`src/rtl/systolic_matmul_array.sv`:
```
// Output-stationary N x N systolic matrix multiplier with run-time inner dimension K.
// Build option: define SYSTOLIC_SIGNED_EN for two's-complement operands and results.
module systolic_matmul_array #(
    parameter  int N    = 2,
    parameter  int DW   = 4,
    parameter  int KMAX = 8,
    localparam int AW   = 2*DW + $clog2(KMAX),
    localparam int KW   = $clog2(KMAX+1),
    localparam int IW   = (N > 1) ? $clog2(N) : 1
) (
    input  logic            clk,
    input  logic            rst_n,
    input  logic            start,
    input  logic [KW-1:0]   k_len,
    output logic            busy,
    input  logic [N*DW-1:0] a_col,
    input  logic [N*DW-1:0] b_row,
    input  logic            in_valid,
    output logic            in_ready,
    output logic [N*AW-1:0] out_row,
    output logic [IW-1:0]   out_idx,
    output logic            out_valid,
    input  logic            out_ready,
    output logic            done
);

    localparam logic [1:0] S_IDLE  = 2'd0;
    localparam logic [1:0] S_LOAD  = 2'd1;
    localparam logic [1:0] S_FLUSH = 2'd2;
    localparam logic [1:0] S_DRAIN = 2'd3;
    localparam int FW = $clog2(2*N);

    logic [1:0]    state;
    logic [KW-1:0] k_lat;
    logic [KW-1:0] beat_cnt;
    logic [FW-1:0] flush_cnt;
    logic [IW-1:0] row_idx;
    logic [KW-1:0] k_clamp;
    logic          beat;
    logic          clr;

    logic [DW-1:0] a_h   [N][N];
    logic [DW-1:0] b_v   [N][N];
    logic [AW-1:0] acc_h [N][N];

    function automatic logic [AW-1:0] prod(input logic [DW-1:0] a, input logic [DW-1:0] b);
`ifdef SYSTOLIC_SIGNED_EN
        logic signed [2*DW-1:0] sa;
        logic signed [2*DW-1:0] sb;
        logic signed [2*DW-1:0] p;
        sa = {{DW{a[DW-1]}}, a};
        sb = {{DW{b[DW-1]}}, b};
        p  = sa * sb;
        return AW'(p);
`else
        logic [2*DW-1:0] p;
        p = {{DW{1'b0}}, a} * {{DW{1'b0}}, b};
        return AW'(p);
`endif
    endfunction

    assign beat      = in_valid && (state == S_LOAD);
    assign clr       = start && (state == S_IDLE);
    assign k_clamp   = (k_len > KW'(KMAX)) ? KW'(KMAX) : k_len;
    assign busy      = (state != S_IDLE);
    assign in_ready  = (state == S_LOAD);
    assign out_valid = (state == S_DRAIN);
    assign out_idx   = row_idx;

    // Input skew: row i of A and column j of B are each delayed by their index;
    // cycles without an accepted beat inject zeros so the array can free-run.
    for (genvar i = 0; i < N; i++) begin : g_skew
        logic [DW-1:0] a_inj;
        logic [DW-1:0] b_inj;
        assign a_inj = beat ? a_col[i*DW +: DW] : '0;
        assign b_inj = beat ? b_row[i*DW +: DW] : '0;
        if (i == 0) begin : g_direct
            assign a_h[0][0] = a_inj;
            assign b_v[0][0] = b_inj;
        end else begin : g_dly
            logic [DW-1:0] a_sr_p0 [i];
            logic [DW-1:0] b_sr_p0 [i];
            always_ff @(posedge clk or negedge rst_n) begin
                if (!rst_n) begin
                    for (int s = 0; s < i; s++) begin
                        a_sr_p0[s] <= '0;
                        b_sr_p0[s] <= '0;
                    end
                end else begin
                    a_sr_p0[0] <= a_inj;
                    b_sr_p0[0] <= b_inj;
                    for (int s = 1; s < i; s++) begin
                        a_sr_p0[s] <= a_sr_p0[s-1];
                        b_sr_p0[s] <= b_sr_p0[s-1];
                    end
                end
            end
            assign a_h[i][0] = a_sr_p0[i-1];
            assign b_v[0][i] = b_sr_p0[i-1];
        end
    end

    // PE grid: A moves right, B moves down, each PE accumulates in place.
    for (genvar i = 0; i < N; i++) begin : g_row
        for (genvar j = 0; j < N; j++) begin : g_pe
            logic [AW-1:0] acc_p1;
            always_ff @(posedge clk or negedge rst_n) begin
                if (!rst_n)
                    acc_p1 <= '0;
                else if (clr)
                    acc_p1 <= '0;
                else
                    acc_p1 <= acc_p1 + prod(a_h[i][j], b_v[i][j]);
            end
            assign acc_h[i][j] = acc_p1;

            if (j < N-1) begin : g_afwd
                logic [DW-1:0] a_p1;
                always_ff @(posedge clk or negedge rst_n) begin
                    if (!rst_n)
                        a_p1 <= '0;
                    else if (clr)
                        a_p1 <= '0;
                    else
                        a_p1 <= a_h[i][j];
                end
                assign a_h[i][j+1] = a_p1;
            end

            if (i < N-1) begin : g_bfwd
                logic [DW-1:0] b_p1;
                always_ff @(posedge clk or negedge rst_n) begin
                    if (!rst_n)
                        b_p1 <= '0;
                    else if (clr)
                        b_p1 <= '0;
                    else
                        b_p1 <= b_v[i][j];
                end
                assign b_v[i+1][j] = b_p1;
            end
        end
    end

    always_ff @(posedge clk or negedge rst_n) begin
        if (!rst_n) begin
            state     <= S_IDLE;
            k_lat     <= '0;
            beat_cnt  <= '0;
            flush_cnt <= '0;
            row_idx   <= '0;
            done      <= 1'b0;
        end else begin
            done <= 1'b0;
            case (state)
                S_IDLE: begin
                    if (start) begin
                        k_lat     <= k_clamp;
                        beat_cnt  <= '0;
                        flush_cnt <= '0;
                        state     <= (k_clamp == '0) ? S_FLUSH : S_LOAD;
                    end
                end
                S_LOAD: begin
                    if (in_valid) begin
                        beat_cnt <= beat_cnt + KW'(1);
                        if (beat_cnt == k_lat - KW'(1)) begin
                            flush_cnt <= '0;
                            state     <= S_FLUSH;
                        end
                    end
                end
                S_FLUSH: begin
                    // Last PE sees its final operand pair 2N-2 cycles after the last beat.
                    if (flush_cnt == FW'(2*N-2)) begin
                        row_idx <= '0;
                        state   <= S_DRAIN;
                    end else begin
                        flush_cnt <= flush_cnt + FW'(1);
                    end
                end
                default: begin
                    if (out_ready) begin
                        if (row_idx == IW'(N-1)) begin
                            row_idx <= '0;
                            done    <= 1'b1;
                            state   <= S_IDLE;
                        end else begin
                            row_idx <= row_idx + IW'(1);
                        end
                    end
                end
            endcase
        end
    end

    always_comb begin
        out_row = '0;
        if (state == S_DRAIN) begin
            for (int j = 0; j < N; j++)
                out_row[j*AW +: AW] = acc_h[row_idx][j];
        end
    end

endmodule

```
`config.mk`:
```
export PLATFORM = sky130hd
export DESIGN_NAME = systolic_matmul_array
export DESIGN_NICKNAME = d
export VERILOG_FILES = /design/src/rtl/systolic_matmul_array.sv
export SDC_FILE = /design/constraint.sdc
export NUM_CORES = 1
export LEC_CHECK = 0
export BUFFER_PORTS_ARGS = -buffer_cell sky130_fd_sc_hd__buf_2
export CAP_MARGIN = 20
export CELL_PAD_IN_SITES_DETAIL_PLACEMENT = 1
export CELL_PAD_IN_SITES_GLOBAL_PLACEMENT = 1
export CORE_MARGIN = 5
export CORE_UTILIZATION = 51
export DETAILED_ROUTE_END_ITERATION = 10
export GPL_ROUTABILITY_DRIVEN = 1
export PLACE_DENSITY = 0.94
export RECOVER_POWER = 50
export REMOVE_ABC_BUFFERS = 1
export SLEW_MARGIN = 40
export SYNTH_ARGS = -nofsm -noshare
export SYNTH_HDL_FRONTEND = slang
export SYNTH_SLANG_ARGS = --single-unit
```
`constraint.sdc`:
```
create_clock -name clk -period 8.45 [get_ports clk]
set_clock_uncertainty 0.05 [all_clocks]
set_input_delay 1.69 -clock clk [delete_from_list [all_inputs] [get_ports clk]]
set_output_delay 1.69 -clock clk [all_outputs]
set_load 0.01 [all_outputs]
```
==> impl_metrics.py, run 1 <==
metrics = {
    "run_status": {
        "status": "complete, but fails checks",
        "violations": "capacitance limit, slew limit",
    },
    "clock_tree": {
        "postCtsResizedCells": 0,
        "cts_root_buf": "clkbuf_16",
        "postCtsHoldBufs": 0,
        "insertion_delay_ps": 360,
        "htree_levels": 3,
        "cts_buffer_depth": 2,
        "numCtsBuffers": 9,
        "cts_tree": "yes",
        "numClockSinks": 82,
        "cts_setup_buffers": 0,
        "path_clk_slew_ps": 70,
    },
    "power_and_ir_drop": {
        "p_per_area_nw_per_um2": 227.6,
        "peakVddDrop_mv": 0.1638,
        "leakagePower_uw": 0.004018,
    },
    "placed_design": {
        "dp_slack_ps": 2390,
        "port_buffers": 51,
        "dpl_cell_area_um2": 7129,
        "globalplace.congestion": 0.8463,
        "hpwl_mm": 13.64,
    },
    "worst_setup_path": {
        "slowest_stage": "and2_1",
        "crit_path_frequent_cell": "fa_1",
        "critPathBufInv": 2,
        "required_ps": 8630,
        "critical_path.startpoint_type": "primary input",
        "max_stage_delay_ps": 650,
        "critPathMaxFanout": 24,
        "endpoint_kind": "flip-flop",
        "critPathTopFamily": "adder cells",
        "path_class": "in2reg",
        "cp.arrival_ps": 6270,
        "crit_chain": "clkbuf_1, and2_1, nand3_1, fa_1, fa_1, fa_1, inv_1, ha_1, a21oi_1, o21ai_0, a2111oi_0, o21ai_0, nor3b_1",
    },
    "die": {
        "fp.dieArea_um2": 15550,
        "die_x_um": 124.7,
        "rows": 42,
        "start_util_pct": 51.28,
        "fp.coreArea_um2": 13090,
        "ios": 52,
        "die_h_um": 124.7,
    },
    "timing": {
        "hold_viol": 0,
        "relSlewSlack_pct": -109.2,
        "finalCritPeriodShare_pct": 72.11,
        "rsz0062_at_grt": "no",
        "tightest_slew_ps": 3139,
        "fin_ws_ps": 2357,
        "drv_slew": 108,
        "max_freq_mhz": 164.1,
        "whs_ps": 500.7,
        "setup-violations-final": 0,
        "finalSetupTns_ps": 0,
        "period_needed_ps": 6093,
    },
    "cells_and_area": {
        "nets": 914,
        "final_layout_size_suffix_gt1_share_pct": 10.15,
        "syn_to_final_growth_pct": 10.68,
        "fillers": 1523,
        "antenna_cells": 0,
        "fin_area_um2": 7427,
    },
    "global_route": {
        "grt_use_total_pct": 24.99,
        "grt_pass1_vias": 6185,
        "grt_start_max_net_pins": 60,
        "grt_pass1_wl_mm": 31.18,
        "grt_overflow_total": 0,
        "antenna_found_initial": 0,
    },
    "synth": {
        "synth_top_area_share_pct": 30.58,
        "ys_ff_latch": 82,
        "synthTopCellsByCount": "inv_1, dfrtp_1, ha_1, nand2_1, and2_1",
        "seq_area_frac_synth_pct": 30.58,
        "ys_types": 48,
        "postSynthCellCount": 728,
        "synth-edff-count": 0,
        "yosys.area.top_type": "dfrtp_1",
        "syn-mean-instance-area_um2": 9.217,
        "ys_warn_count": 0,
        "synthMostInstantiatedCell": "inv_1",
        "netlist_area_um2": 6710,
        "postSynth.asyncResetShare_pct": 100.0,
        "synthFlopType": "dfrtp_1",
        "synthTopCellsByArea": "dfrtp_1, ha_1, fa_1",
    },
    "worst_hold_path": {
        "min_path_type": "reg2reg",
    },
    "route": {
        "drtIter0Drc": 217,
        "vias": 5354,
        "ant_nets": 0,
        "drc_errors": 0,
        "routed_wl_mm": 18.68,
        "via_per_inst": 5.612,
        "wl_per_cell_um": 19.58,
        "drtPass1Iterations": 4,
    },
    "job": {
        "max_cap_viol_count": 2,
    },
}
worst paths after layout:
path | startpoint | to | slack, ps | cells past startpoint
max | in_valid | g_row[0].g_pe[0].acc_p1[9] | 2360 | 13
min reg2reg | k_lat[3] | k_lat[3] | 500 | 2
min in group asynchronous | rst_n | g_row[0].g_pe[0].acc_p1[9] | 1600 | 1
max reg2reg | state[1] | g_row[0].g_pe[0].acc_p1[9] | 3180 | 14
min | k_lat[3] | k_lat[3] | 500 | 2
max in group asynchronous | rst_n | g_row[0].g_pe[1].g_bfwd.b_p1[0] | 3120 | 2
per-layer routing:
metal | global-route usage [%] | routed length (um)
met5 | 0 | 0
met4 | 11.41 | 587
met3 | 3.045 | 528
met2 | 46.69 | 10140
met1 | 28.19 | 7423
tightest hold or removal path, stage by stage (launching register included):
cell     delay [ps]
dfrtp_1         380
nand2_1          70
nand2_1          70
metrics by stage:
stage               cells  total power [uW]  util (%)
floorplan             707              1022         -
global placement      938              1176     54.48
detailed placement    938              1249     54.48
finish                954              1690     56.76
CTS                   954              1700     56.83
global route          954              1793     56.76
state kept, by name, summed over array words and instances (netlist names):
name	cells
g_row.g_pe.acc_p1	44
g_row.g_pe.g_afwd.a_p1	8
g_row.g_pe.g_bfwd.b_p1	8
beat_cnt	4
g_skew.g_dly.a_sr_p0	4
g_skew.g_dly.b_sr_p0	4
k_lat	4
flush_cnt	2
state	2
done	1
out_idx	1
cells by family (layout without fill, tap and decap cells):
family                     count (synthesis)  in the layout  synth area share [%]
and+or+nand+nor                          229            229                 18.14
buffers and inverters                    147            197                 8.372
adders and majority gates                116            116                 25.66
AOI/OAI and AO/OA                        105            105                 10.18
DFF                                       82             82                 30.58
muxes                                     33             33                 4.979
xor gates and xnor gates                  16             16                 2.088
power breakdown:
group          internal, uW  switching [uW]  total (uW)
Combinational           284             425         709
Sequential              476            85.1         561
Clock                   234             186         420
final cells by class:
| type | instances | area [um^2] | share of cell area, % |
|---|---|---|---|
| multi-input cells | 499 | 4101 | 55.22 |
| flip-flops and latches | 82 | 2052 | 27.63 |
| inverters | 126 | 473.0 | 6.368 |
| repair buffers | 55 | 274.0 | 3.689 |
| clock buffers | 9 | 225.2 | 3.032 |
| well taps | 176 | 220.2 | 2.965 |
| clock inverters | 7 | 81.33 | 1.095 |
cells in the final DEF, fill, tap and decap left out, types with 30 or more instances in the layout:
master	netlist	layout
dfrtp_1	82	82
nand2_1	48	48
o21ai_0	31	31
ha_1	80	78
inv_1	126	126
mux2i_1	30	30
fa_1	36	36
buf_2	5	48
and2_1	46	44
nor2b_1	30	30
No activity file was read; power rests on OpenSTA's default activity.
==> run 2, diff against run 1 <==
--- a/config.mk
+++ b/config.mk
@@ -5,15 +5,16 @@
 export SDC_FILE = /design/constraint.sdc
 export NUM_CORES = 1
 export LEC_CHECK = 0
+export ABC_AREA = 1
 export BUFFER_PORTS_ARGS = -buffer_cell sky130_fd_sc_hd__buf_2
 export CAP_MARGIN = 20
 export CELL_PAD_IN_SITES_DETAIL_PLACEMENT = 1
 export CELL_PAD_IN_SITES_GLOBAL_PLACEMENT = 1
 export CORE_MARGIN = 5
-export CORE_UTILIZATION = 51
+export CORE_UTILIZATION = 46
 export DETAILED_ROUTE_END_ITERATION = 10
 export GPL_ROUTABILITY_DRIVEN = 1
-export PLACE_DENSITY = 0.94
+export PLACE_DENSITY = 0.9
 export RECOVER_POWER = 50
 export REMOVE_ABC_BUFFERS = 1
 export SLEW_MARGIN = 40
==> constraint.sdc (replaced) <==
create_clock -name clk -period 6.3 [get_ports clk]
set_clock_uncertainty 0.05 [all_clocks]
set_input_delay 1.26 -clock clk [delete_from_list [all_inputs] [get_ports clk]]
set_output_delay 1.26 -clock clk [all_outputs]
set_load 0.01 [all_outputs]
==> impl_metrics.py, run 2 <==
metrics = {
    "run_status": {
        "status": "finished clean",
    },
    "cells_and_area": {
        "final_common_cell": "inv_1",
        "final_layout_size_suffix_gt1_share_pct": 9.271,
        "largest_reg_flops": 44,
        "final_cell_mix": "inv_1, nand2_1, nor2_1",
        "antenna_cells": 0,
        "top_regs": "g_row.g_pe.acc_p1: 44 flops, g_row.g_pe.g_afwd.a_p1: 8 flops, g_row.g_pe.g_bfwd.b_p1: 8 flops",
        "syn_to_final_growth_pct": 10.51,
        "nets": 1096,
        "fillers": 1895,
        "regMostFlops": "g_row.g_pe.acc_p1",
    },
    "worst_setup_path": {
        "max_stage_delay_ps": 540,
        "endpoint_kind": "flip-flop",
        "crit_path_frequent_cell": "nand2_1",
        "path_class": "in2reg",
        "required_ps": 6520,
        "slowest_stage": "fa_1",
        "critPathTopFamily": "adder cells",
        "crit_chain": "buf_2, nand2_1, clkinv_1, nand3_1, fa_1, fa_1, fa_1, inv_1, ha_1, nand2_1, nand2_1, nand2_1, nand2_1, nand2_1, nand3_1, nand2_1, nand2_1, nor2_1",
        "critPathBufInv": 3,
        "critPathMaxFanout": 13,
        "critical_path.startpoint_type": "primary input",
        "cp.arrival_ps": 5040,
    },
    "timing": {
        "relSlewSlack_pct": 37.32,
        "tightest_slew_ps": 940.2,
        "max_freq_mhz": 207.5,
        "drv_slew": 0,
        "hold_viol": 0,
        "setup-violations-final": 0,
        "finalCritPeriodShare_pct": 76.51,
        "period_needed_ps": 4820,
        "rsz0062_at_grt": "no",
        "finalSetupTns_ps": 0,
    },
    "clock_tree": {
        "cts_root_buf": "clkbuf_16",
        "cts_tree": "yes",
        "insertion_delay_ps": 350,
        "postCtsResizedCells": 0,
        "cts_setup_buffers": 0,
        "numClockSinks": 82,
        "numCtsBuffers": 9,
        "path_clk_slew_ps": 70,
        "cts_buffer_depth": 2,
        "htree_levels": 3,
        "postCtsHoldBufs": 0,
    },
    "worst_hold_path": {
        "min_path_type": "reg2reg",
    },
    "route": {
        "drc_errors": 0,
        "routed_wl_mm": 18.72,
        "ant_nets": 0,
        "via_per_inst": 5.214,
        "drtPass1Iterations": 4,
        "drtIter0Drc": 279,
        "vias": 5965,
        "wl_per_cell_um": 16.37,
    },
    "die": {
        "fp.dieArea_um2": 17340,
        "die_h_um": 131.7,
        "fp.coreArea_um2": 14530,
        "start_util_pct": 46.88,
        "ios": 52,
        "die_x_um": 131.7,
        "rows": 44,
    },
    "placed_design": {
        "hpwl_mm": 14.42,
        "globalplace.congestion": 0.8390,
        "port_buffers": 51,
    },
    "synth": {
        "yosys.area.top_type": "dfrtp_1",
        "synth_top_area_share_pct": 30.12,
        "synthMostInstantiatedCell": "inv_1",
        "ys_types": 36,
        "synth-edff-count": 0,
        "postSynth.asyncResetShare_pct": 100.0,
        "seq_area_frac_synth_pct": 30.12,
        "syn-mean-instance-area_um2": 7.536,
        "netlist_area_um2": 6813,
        "synthTopCellsByCount": "inv_1, nand2_1, nor2_1, dfrtp_1, ha_1",
        "synthFlopType": "dfrtp_1",
        "ys_warn_count": 0,
        "ys_ff_latch": 82,
        "synthTopCellsByArea": "dfrtp_1, ha_1, inv_1",
        "postSynthCellCount": 904,
    },
    "power_and_ir_drop": {
        "p_per_area_nw_per_um2": 272.7,
        "power_uw": 2053,
        "leakagePower_uw": 0.004437,
        "peakVddDrop_mv": 0.2047,
    },
    "global_route": {
        "grt_pass1_vias": 6544,
        "grt_overflow_total": 0,
        "grt_use_total_pct": 22.39,
        "grt_pass1_wl_mm": 31.81,
        "antenna_found_initial": 0,
        "grt_start_max_net_pins": 78,
    },
    "job": {
        "max_cap_viol_count": 0,
    },
}
-- run 2: cell types whose count changed after synthesis, sizes merged, moves of 30 or more --
cell / before / now
a21oi: 18 / 53
nor2b: 30 / 0
nor2: 29 / 128
nand2: 48 / 178
and2: 46 / 3
inv: 126 / 207
mux2i: 30 / 0
nand3: 11 / 41
-- run 2: area by class of cell --
| type | instances | area (um^2) | area share, % |
|---|---|---|---|
| Multi-Input combinational cell | 600 | 3900 | 51.80 |
| Clock buffer | 10 | 239.0 | 3.174 |
| Sequential cell | 82 | 2052 | 27.26 |
| Tap cell | 184 | 230.2 | 3.058 |
| Clock inverter | 6 | 50.05 | 0.6648 |
| Timing Repair Buffer | 53 | 272.8 | 3.623 |
| Inverter | 209 | 784.5 | 10.42 |
-- run 2: where the power goes --
| group | leakage, uW | switching (uW) | internal, uW |
|---|---|---|---|
| logic | 0.00318 | 571 | 264 |
| registers | 0.00112 | 79.2 | 616 |
| clock network | 0.000136 | 240 | 282 |
| total | 0.00444 | 890 | 1160 |
-- run 2: kinds of logic (layout without fill, tap and decap cells) --
group	Yosys count	count (layout)	share of synthesized area (%)
buf+inv	222	278	12.49
compound gates	109	109	8.742
xor+xnor	7	7	0.8999
simple gates	368	368	22.48
fa+ha+maj	116	116	25.27
flops	82	82	30.12
-- run 2: per-layer routing --
metal | part of all wire, % | GRT usage [%] | vias to the layer above
li1 | - | - | 2875
met1 | 42 | 26.86 | 2964
met2 | 53 | 40.97 | 103
met3 | 3.0 | 3.899 | 23
met4 | 1.8 | 6.514 | 0
met5 | 0 | 0 | -
-- run 2: stage by stage --
step	instance area, um^2	setup WS [ps]	utilization, %	hold WS (ps)	cells
2_1_floorplan	6746	1817	-	395.4	891
3_3_place_gp	7249	1373	49.88	412.9	1128
3_5_place_dp	7256	1191	49.92	425.8	1128
4_1_cts	7545	1477	51.91	441.7	1144
5_1_grt	7528	1292	51.80	487.0	1144
6_report	7528	1480	51.80	440.5	1144
-- run 2: worst reg2reg max path: stages (launching register included) --
cell and delay (ps):
dfrtp_1 440, inv_1 120, ha_1 290, nand2_1 390
clkinv_1 370, nand3_1 190, fa_1 470, fa_1 520
fa_1 540, inv_1 50, ha_1 400, nand2_1 110
nand2_1 70, nand2_1 100, nand2_1 60, nand2_1 60
nand3_1 100, nand2_1 80, nand2_1 50, nor2_1 130
-- run 2: path summary, 6_finish.rpt --
kind                              startpoint                           to  slack, ps  cells past startpoint
min in group asynchronous              rst_n   g_row[0].g_pe[0].acc_p1[8]        750                      1
worst min-delay path            flush_cnt[1]                 flush_cnt[1]        440                      2
worst max-delay path                in_valid  g_row[0].g_pe[0].acc_p1[10]       1480                     18
max in group asynchronous              rst_n   g_row[1].g_pe[1].acc_p1[2]       4390                      2
worst max register to register      state[1]  g_row[0].g_pe[0].acc_p1[10]       1630                     19
worst min register to register  flush_cnt[1]                 flush_cnt[1]        440                      2
==> run 3, diff against run 2 <==
==> constraint.sdc (replaced) <==
create_clock -name clk -period 4.6 [get_ports clk]
set_clock_uncertainty 0.05 [all_clocks]
set_input_delay 0.92 -clock clk [delete_from_list [all_inputs] [get_ports clk]]
set_output_delay 0.92 -clock clk [all_outputs]
set_load 0.01 [all_outputs]
==> impl_metrics.py, run 3 (same netlist as run 2, synthesis figures left out) <==
metrics = {
    "run_status": {
        "status": "complete, but fails checks",
        "violations": "capacitance limit, slew limit",
    },
    "route": {
        "routed_wl_mm": 18.81,
        "wl_per_cell_um": 16.44,
        "drtPass1Iterations": 4,
        "ant_nets": 0,
        "vias": 5935,
        "drtIter0Drc": 199,
        "drc_errors": 0,
        "via_per_inst": 5.188,
    },
    "worst_setup_path": {
        "required_ps": 4790,
        "startpoint": "state[1]",
        "r2r_end": "g_row[0].g_pe[0].acc_p1[8]",
        "setup.worst_path.end": "g_row[0].g_pe[0].acc_p1[8]",
        "ff2ff_path_depth": 19,
        "path_class": "reg2reg",
        "critical_path.startpoint_type": "flip-flop",
        "max_stage_delay_ps": 540,
        "r2r_start": "state[1]",
        "critPathMaxFanout": 10,
        "slowest_stage": "fa_1",
        "reg2reg_setup_slack_ps": 400,
        "endpoint_kind": "flip-flop",
        "crit_chain": "inv_1, ha_1, nand2_1, clkinv_1, nand3_1, fa_1, fa_1, fa_1, inv_1, ha_1, nand2_2, nor2_2, nand2_1, nand3_2, nand2_2, nand2_2, nand2_1, nand2_1, nor2_1",
        "cp.arrival_ps": 4390,
        "crit_path_frequent_cell": "nand2_1",
    },
    "die": {
        "fp.dieArea_um2": 17340,
        "rows": 44,
        "start_util_pct": 46.88,
        "fp.coreArea_um2": 14530,
        "ios": 52,
        "die_x_um": 131.7,
        "die_h_um": 131.7,
    },
    "clock_tree": {
        "cts_root_buf": "clkbuf_16",
        "postCtsResizedCells": 0,
        "postCtsHoldBufs": 0,
        "path_clk_slew_ps": 60,
        "htree_levels": 3,
        "numClockSinks": 82,
        "cts_setup_buffers": 0,
        "cts_tree": "yes",
        "numCtsBuffers": 9,
        "cts_buffer_depth": 2,
        "insertion_delay_ps": 350,
    },
    "job": {
        "max_cap_viol_count": 1,
    },
    "cells_and_area": {
        "fillers": 1915,
        "top_regs": "g_row.g_pe.acc_p1: 44 flops, g_row.g_pe.g_afwd.a_p1: 8 flops, g_row.g_pe.g_bfwd.b_p1: 8 flops",
        "nets": 1097,
        "syn_to_final_growth_pct": 10.10,
        "final_cell_mix": "inv_1, nand2_1, nor2_1",
        "layout.cells.non_filler": 1144,
        "final_layout_size_suffix_gt1_share_pct": 9.167,
        "antenna_cells": 0,
        "regMostFlops": "g_row.g_pe.acc_p1",
        "largest_reg_flops": 44,
        "final_common_cell": "inv_1",
    },
    "timing": {
        "drv_slew": 44,
        "relSlewSlack_pct": -75.25,
        "finalSetupTns_ps": 0,
        "hold_viol": 0,
        "rsz0062_at_grt": "no",
        "period_needed_ps": 4199,
        "finalCritPeriodShare_pct": 91.29,
        "setup-violations-final": 0,
        "tightest_slew_ps": 2629,
        "max_freq_mhz": 238.1,
    },
    "global_route": {
        "grt_use_total_pct": 22.58,
        "antenna_found_initial": 0,
        "grt_pass1_wl_mm": 32.02,
        "grt_overflow_total": 0,
        "grt_pass1_vias": 6594,
        "grt_start_max_net_pins": 44,
    },
    "worst_hold_path": {
        "min_path_type": "reg2reg",
    },
    "power_and_ir_drop": {
        "peakVddDrop_mv": 0.2574,
        "leakagePower_uw": 0.004425,
        "p_per_area_nw_per_um2": 369.0,
    },
    "placed_design": {
        "globalplace.congestion": 0.8247,
        "port_buffers": 51,
        "dp_cells": 1129,
        "hpwl_mm": 14.69,
    },
}
==> run 3: worst max-delay path, delay by kind of cell (launching register included) <==
family / cells / cell delay (ps)
AND/OR/NAND/NOR: 11 / 910
flip-flops: 1 / 430
buffers and inverters: 3 / 390
adder cells (fa/ha/maj): 5 / 2310
==> run 3: final cells by class <==
type / instances / area (um^2) / area share (%)
repair buffers: 54 / 269.0 / 3.586
inverters: 209 / 784.5 / 10.46
flip-flops and latches: 82 / 2052 / 27.36
clock inverters: 6 / 35.03 / 0.4671
well taps: 184 / 230.2 / 3.069
clock buffers: 9 / 225.2 / 3.003
multi-input cells: 600 / 3905 / 52.06
==> run 3: through the flow <==
step           hold slack [ps]  cell area, um^2  worst slack, ps  power [uW]  utilization (%)
2_1_floorplan            395.4             6746            457.3        1712                -
3_3_place_gp             411.6             7257            354.5        2033            49.93
3_5_place_dp             431.5             7259            230.5        2117            49.95
4_1_cts                  445.5             7520            339.3        2809            51.74
5_1_grt                  491.2             7501            87.36        2987            51.61
6_report                 440.4             7501            400.6        2768            51.61
==> run 3: layer usage <==
metal,part of all wire [%],up-vias,GRT usage [%]
met3,3.4,17,3.593
met4,1.2,0,5.543
met1,42,2951,26.65
li1,-,2882,-
met2,53,85,42.58
met5,0,-,0
==> run 3: worst min path at each step <==
stage | endpoint | depth (start not counted) | startpoint
finish | flush_cnt[1] | 2 | flush_cnt[1]
global route | flush_cnt[0] | 2 | flush_cnt[0]
CTS | flush_cnt[1] | 2 | flush_cnt[1]
detailed placement | flush_cnt[1] | 2 | flush_cnt[1]
global placement | flush_cnt[1] | 2 | flush_cnt[1]
floorplan | flush_cnt[1] | 2 | flush_cnt[1]
==> run 3: where the power goes <==
part	switching [uW]	internal, uW	total (uW)
Sequential	109	844	953
Clock	307	359	665
Combinational	784	365	1150
